**src/rtl/video_mode_sequencer.sv**
```systemverilog
// Runtime mode sequencer for the video timing generator: blanks, reloads timing fields under reset, then releases.
// Optional frame watchdog enabled by defining VIDEO_MODE_SEQ_WDOG_EN.
module video_mode_sequencer #(
   parameter logic [1:0]  DEFAULT_MODE   = 2'd1,
   parameter int unsigned BLANK_FRAMES   = 2,
   parameter int unsigned GEN_RST_CYCLES = 4,
   parameter int unsigned WDOG_CYCLES    = 2600000
) (
   input  logic        clk,
   input  logic        rst,
   input  logic        req_valid,
   input  logic [1:0]  req_mode,
   output logic        req_ready,
   input  logic        frame_start,
   output logic        gen_rst,
   output logic        blank,
   output logic [11:0] h_active,
   output logic [11:0] h_fporch,
   output logic [11:0] h_sync,
   output logic [11:0] h_bporch,
   output logic [10:0] v_active,
   output logic [10:0] v_fporch,
   output logic [10:0] v_sync,
   output logic [10:0] v_bporch,
   output logic [1:0]  cur_mode,
   output logic        busy,
   output logic        err
);

   typedef enum logic [2:0] {ST_IDLE, ST_WAIT_EOF, ST_BLANK, ST_LOAD, ST_RESTART} state_t;

   typedef struct packed {
      logic [11:0] ha, hf, hs, hb;
      logic [10:0] va, vf, vs, vb;
   } timing_t;

   localparam logic [3:0] BLANK_N = 4'(BLANK_FRAMES);
   localparam logic [3:0] GEN_N   = 4'(GEN_RST_CYCLES);

   if (BLANK_FRAMES > 15 || GEN_RST_CYCLES < 1 || GEN_RST_CYCLES > 15 ||
       WDOG_CYCLES < 1 || WDOG_CYCLES > 4194303) begin : g_param_check
      $error("video_mode_sequencer: parameter out of range");
   end

   function automatic timing_t mode_row(input logic [1:0] mode);
      timing_t row;
      case (mode)
         2'd0: begin
            row.ha = 12'd1280; row.hf = 12'd110; row.hs = 12'd40; row.hb = 12'd220;
            row.va = 11'd720;  row.vf = 11'd5;   row.vs = 11'd5;  row.vb = 11'd20;
         end
         2'd2: begin
            row.ha = 12'd640;  row.hf = 12'd16;  row.hs = 12'd96; row.hb = 12'd48;
            row.va = 11'd480;  row.vf = 11'd10;  row.vs = 11'd2;  row.vb = 11'd33;
         end
         default: begin
            row.ha = 12'd1920; row.hf = 12'd88;  row.hs = 12'd44; row.hb = 12'd148;
            row.va = 11'd1080; row.vf = 11'd4;   row.vs = 11'd5;  row.vb = 11'd36;
         end
      endcase
      return row;
   endfunction

   state_t     state_r, state_s;
   logic [1:0] pend_mode_r, pend_mode_s;
   logic [3:0] frame_cnt_r, frame_cnt_s;
   logic [3:0] rst_cnt_r, rst_cnt_s;
   logic       req_ready_r, req_ready_s;
   logic       busy_r, busy_s;
   logic       blank_r, blank_s;
   logic       gen_rst_r, gen_rst_s;
   logic       err_r, err_s;
   logic [1:0] cur_mode_r, cur_mode_s;
   timing_t    timing_r, timing_s;
`ifdef VIDEO_MODE_SEQ_WDOG_EN
   localparam logic [21:0] WDOG_LAST = 22'(WDOG_CYCLES - 1);
   logic [21:0] wdog_cnt_r, wdog_cnt_s;
`endif

   // Next-state and next-output logic; every output is derived from the upcoming state.
   always_comb begin
      state_s     = state_r;
      pend_mode_s = pend_mode_r;
      frame_cnt_s = frame_cnt_r;
      rst_cnt_s   = rst_cnt_r;
      gen_rst_s   = gen_rst_r;
      err_s       = 1'b0;
      cur_mode_s  = cur_mode_r;
      timing_s    = timing_r;
      case (state_r)
         ST_IDLE: begin
            if (req_valid && req_ready_r) begin
               if (req_mode == 2'd3) begin
                  err_s = 1'b1;
               end else if (req_mode == cur_mode_r) begin
                  state_s = ST_IDLE;
               end else begin
                  pend_mode_s = req_mode;
                  state_s     = ST_WAIT_EOF;
               end
            end else begin
               state_s = ST_IDLE;
            end
         end
         ST_WAIT_EOF: begin
            if (frame_start) begin
               frame_cnt_s = 4'd0;
               state_s     = (BLANK_N == 4'd0) ? ST_LOAD : ST_BLANK;
            end else begin
               state_s = ST_WAIT_EOF;
            end
         end
         ST_BLANK: begin
            if (frame_start) begin
               frame_cnt_s = frame_cnt_r + 4'd1;
               state_s     = (frame_cnt_r + 4'd1 == BLANK_N) ? ST_LOAD : ST_BLANK;
            end else begin
               state_s = ST_BLANK;
            end
         end
         ST_LOAD: begin
            timing_s   = mode_row(pend_mode_r);
            cur_mode_s = pend_mode_r;
            gen_rst_s  = 1'b1;
            rst_cnt_s  = 4'd1;
            state_s    = ST_RESTART;
         end
         ST_RESTART: begin
            // rst_cnt_r counts the gen_rst cycles already spent, including the current one.
            if (gen_rst_r) begin
               if (rst_cnt_r >= GEN_N) begin
                  gen_rst_s = 1'b0;
               end else begin
                  rst_cnt_s = rst_cnt_r + 4'd1;
               end
            end else if (frame_start) begin
               state_s = ST_IDLE;
            end else begin
               state_s = ST_RESTART;
            end
         end
         default: begin
            state_s   = ST_IDLE;
            gen_rst_s = 1'b0;
         end
      endcase
`ifdef VIDEO_MODE_SEQ_WDOG_EN
      wdog_cnt_s = wdog_cnt_r + 22'd1;
      if ((state_r == ST_WAIT_EOF || state_r == ST_BLANK) && !frame_start &&
          wdog_cnt_r == WDOG_LAST) begin
         err_s   = 1'b1;
         state_s = ST_LOAD;
      end else if (state_r == ST_RESTART && !gen_rst_r && !frame_start &&
                   wdog_cnt_r == WDOG_LAST) begin
         err_s   = 1'b1;
         state_s = ST_IDLE;
      end else begin
         err_s = err_s;
      end
      // Counter only runs in the waiting states, and in RESTART only after gen_rst drops.
      if (state_s != state_r || frame_start || gen_rst_r ||
          state_r == ST_IDLE || state_r == ST_LOAD) begin
         wdog_cnt_s = 22'd0;
      end else begin
         wdog_cnt_s = wdog_cnt_s;
      end
`endif
      req_ready_s = (state_s == ST_IDLE);
      busy_s      = (state_s != ST_IDLE);
      blank_s     = (state_s != ST_IDLE);
   end

   // State and registered outputs with synchronous reset.
   always_ff @(posedge clk) begin
      if (rst) begin
         state_r     <= ST_IDLE;
         pend_mode_r <= DEFAULT_MODE;
         frame_cnt_r <= 4'd0;
         rst_cnt_r   <= 4'd0;
         req_ready_r <= 1'b1;
         busy_r      <= 1'b0;
         blank_r     <= 1'b0;
         gen_rst_r   <= 1'b0;
         err_r       <= 1'b0;
         cur_mode_r  <= DEFAULT_MODE;
         timing_r    <= mode_row(DEFAULT_MODE);
`ifdef VIDEO_MODE_SEQ_WDOG_EN
         wdog_cnt_r  <= 22'd0;
`endif
      end else begin
         state_r     <= state_s;
         pend_mode_r <= pend_mode_s;
         frame_cnt_r <= frame_cnt_s;
         rst_cnt_r   <= rst_cnt_s;
         req_ready_r <= req_ready_s;
         busy_r      <= busy_s;
         blank_r     <= blank_s;
         gen_rst_r   <= gen_rst_s;
         err_r       <= err_s;
         cur_mode_r  <= cur_mode_s;
         timing_r    <= timing_s;
`ifdef VIDEO_MODE_SEQ_WDOG_EN
         wdog_cnt_r  <= wdog_cnt_s;
`endif
      end
   end

   assign req_ready = req_ready_r;
   assign busy      = busy_r;
   assign blank     = blank_r;
   assign gen_rst   = gen_rst_r;
   assign err       = err_r;
   assign cur_mode  = cur_mode_r;
   assign h_active  = timing_r.ha;
   assign h_fporch  = timing_r.hf;
   assign h_sync    = timing_r.hs;
   assign h_bporch  = timing_r.hb;
   assign v_active  = timing_r.va;
   assign v_fporch  = timing_r.vf;
   assign v_sync    = timing_r.vs;
   assign v_bporch  = timing_r.vb;

endmodule
```
**config.mk**
```make
export PLATFORM = sky130hd
export DESIGN_NAME = video_mode_sequencer
export DESIGN_NICKNAME = d
export VERILOG_FILES = /design/src/rtl/video_mode_sequencer.sv
export SDC_FILE = /design/constraint.sdc
export NUM_CORES = 1
export LEC_CHECK = 0
export CAP_MARGIN = 20
export CORE_MARGIN = 5
export CORE_UTILIZATION = 40
export DETAILED_ROUTE_END_ITERATION = 10
export GPL_TIMING_DRIVEN = 0
export PLACE_DENSITY = 0.9
export SLEW_MARGIN = 20
export SYNTH_ARGS = -nofsm -noshare
export SYNTH_HDL_FRONTEND = slang
export SYNTH_SLANG_ARGS = --single-unit
```
**constraint.sdc**
```tcl
create_clock -name clk -period 3.28 [get_ports clk]
set_input_delay 0.82 -clock clk [delete_from_list [all_inputs] [get_ports clk]]
set_output_delay 0.82 -clock clk [all_outputs]
set_load 0.05 [all_outputs]
```
==> summary.txt <==
Status: finished clean
Kind of critical path: flip-flop to primary output
Synth-to-Final Area Change: 47.0%
Final Wtd Congestion: 0.825
Root buffer cell: clkbuf_8
Tmin final: 2.63 ns
Final period utilization: 80.3%
Power, Total: 0.756 mW
Worst skew pair latency: 0.27 ns
Initial antenna violation count: 0
Num CTS Buffers: 3
DRT iter0 DRCs: 27
Final core utilization: 61.5%
Diodes inserted: 0
Peak supply drop: 0.153 mV
Register area share after synthesis: 29.5%
Starting Density: 41.8%
Post-CTS Hold Buffers: 0
Setup TNS: 0 ns
Bufs on Longest Clock Path: 2
IO buf count: 49
Hpwl dp: 2.96 mm
Grt total ovfl: 0
Crit-path max FO: 13
Routing usage on met2: 20.1%
Clk slew on worst S/H paths: 0.08 ns
Post-synth EDFFs: 0
First-pass GRT wire length: 5.00 mm
Static Leak: 1.25 nW
DRC violations left: 0
Met1 global-route usage: 11.4%
CP Capture Type: primary output
Commonest cells after routing, fill and taps aside: 87 x buf_4, 55 x conb_1, 49 x clkdlybuf4s50_1
CTS tree: done
Met3 Track Usage GR: 5.47%
Pin count of the biggest net entering global routing: 14
Post-synth cell types: 31
Cell row count: 23
FILL cells: 375
Crit start category: flip-flop
FFs w/ async S/R, synth: 0%
Unrepaired setup endpoints after global routing: false
Layout cells sized above 1: 29.8%
Clock sink total: 25
F_max: 380 MHz
Vias per inst: 3.87
Main synth FF type: dfxtp_1
Clk_skew: 0.00258 ns
Synth Area per Inst: 8.24 um2
Die Height: 75.1 um
Post-CTS Setup Bufs: 0
Least-Margin Pin Slew: 0.521 ns
GRT Util Overall: 11.4%
Wirelength per Cell: 9.58 um
Yosys warns: 0
Die ar.: 5640 um2
Max capacitance violation total: 0
Required time worst endpoint: 2.46 ns
H-Tree Depth: 1
GR peak layer: met2
First-pass DRT Iterations: 4
IO Count: 105
Commonest non-fill, non-tap cell in the layout: buf_4
Path category of the worst min-delay check: flip-flop to flip-flop
Max-slew violation count: 0
Final setup fails: 0
DR vias: 1402
Die X-Extent: 75.1 um
Pwr Density: 303 nW/um2
Final hold viol count: 0
Relative slew margins: 65.1%
Total core area: 4060 um2
Net count reported at finish: 322
Area of the mapped netlist: 1700 um2
Critical Path AT: 1.81 ns
Vias in the first global route: 1169
#FFs+latches synth: 25
Final wirelength: 3.47 mm
Cell count after synthesis: 206
Post-DRT Antenna Nets: 0
PostCTS Resize Cnt: 0
[worst paths after layout]
kind / start / endpoint / slack [ns] / cells past startpoint
worst min-delay path: h_sync[2] / h_sync[2] / 0.48 / 2
worst min register to register: h_sync[2] / h_sync[2] / 0.48 / 2
worst max register to register: state_r[0] / blank / 1.69 / 5
worst max-delay path: h_fporch[3] / v_sync[0] / 0.65 / 2
[stage by stage]
step / hold slack [ns] / setup slack [ns] / instances / area, um2
final: 0.479 / 0.645 / 362 / 2490
after global placement: 0.464 / 0.786 / 358 / 2450
after global routing: 0.508 / 0.543 / 362 / 2490
after detailed placement: 0.471 / 0.741 / 358 / 2450
after floorplan: 0.450 / 1.36 / 259 / 1900
after CTS: 0.483 / 0.627 / 362 / 2490
[critical path, stage by stage (launching register included)]
cell and delay, ns:
dfxtp_1 0.57, buf_4 0.18, clkdlybuf4s50_1 0.80
[Yosys cell counts (3+ instances only)]
| cell type | n | share of area [%] |
|---|---|---|
| buf_4 | 87 | 38 |
| dfxtp_1 | 25 | 29 |
| nor2_1 | 21 | 4.6 |
| a21oi_1 | 13 | 3.8 |
| nand2_1 | 11 | 2.4 |
| nor3_1 | 6 | 1.8 |
| nor2b_1 | 5 | 1.8 |
| o21ai_0 | 4 | 1.2 |
| clkbuf_1 | 3 | 0.66 |
| ha_1 | 3 | 2.2 |
| nand4b_1 | 3 | 1.5 |
[sequential cells by signal, summed over array words and instances (netlist names)]
signal,cells
v_active,1
frame_cnt_r,4
blank,1
h_sync,1
err,1
cur_mode,2
h_fporch,3
state_r,3
rst_cnt_r,4
h_bporch,1
req_ready,1
pend_mode_r,2
gen_rst,1
[cells by family (layout without fill, tap and decap cells)]
group	count (synthesis)	after routing	synth area share (%)
flip-flops	25	25	29.5
multiplexers	1	1	0.590
AO/OA/AOI/OAI	24	24	9.37
adder cells (fa/ha/maj)	3	3	2.21
AND/OR/NAND/NOR	56	56	16.6
buffers and inverters	93	146	40.3
XOR/XNOR	2	2	1.03
other	2	55	0.443
[final cells by class]
type / count / area, um2 / area share [%]
inverters: 2 / 7.51 / 0.301
clock buffers: 4 / 45.0 / 1.81
flip-flops and latches: 25 / 500 / 20.1
repair buffers: 49 / 490 / 19.7
multi-input cells: 141 / 712 / 28.5
well taps: 50 / 62.6 / 2.51
plain buffers: 91 / 676 / 27.1
[per-layer routing]
layer | up-vias | share of wire, %
li1 | 742 | -
met1 | 577 | 36
met2 | 76 | 47
met3 | 7 | 16
met4 | 0 | 2.0
met5 | - | 0
[power breakdown]
group / switching (mW) / leakage (nW) / total (mW) / internal [mW]
logic: 0.188 / 1.03 / 0.260 / 0.0728
registers: 0.00656 / 0.203 / 0.317 / 0.310
clock network: 0.0915 / 0.0228 / 0.178 / 0.0868
Power figures use the tool's default switching activity.
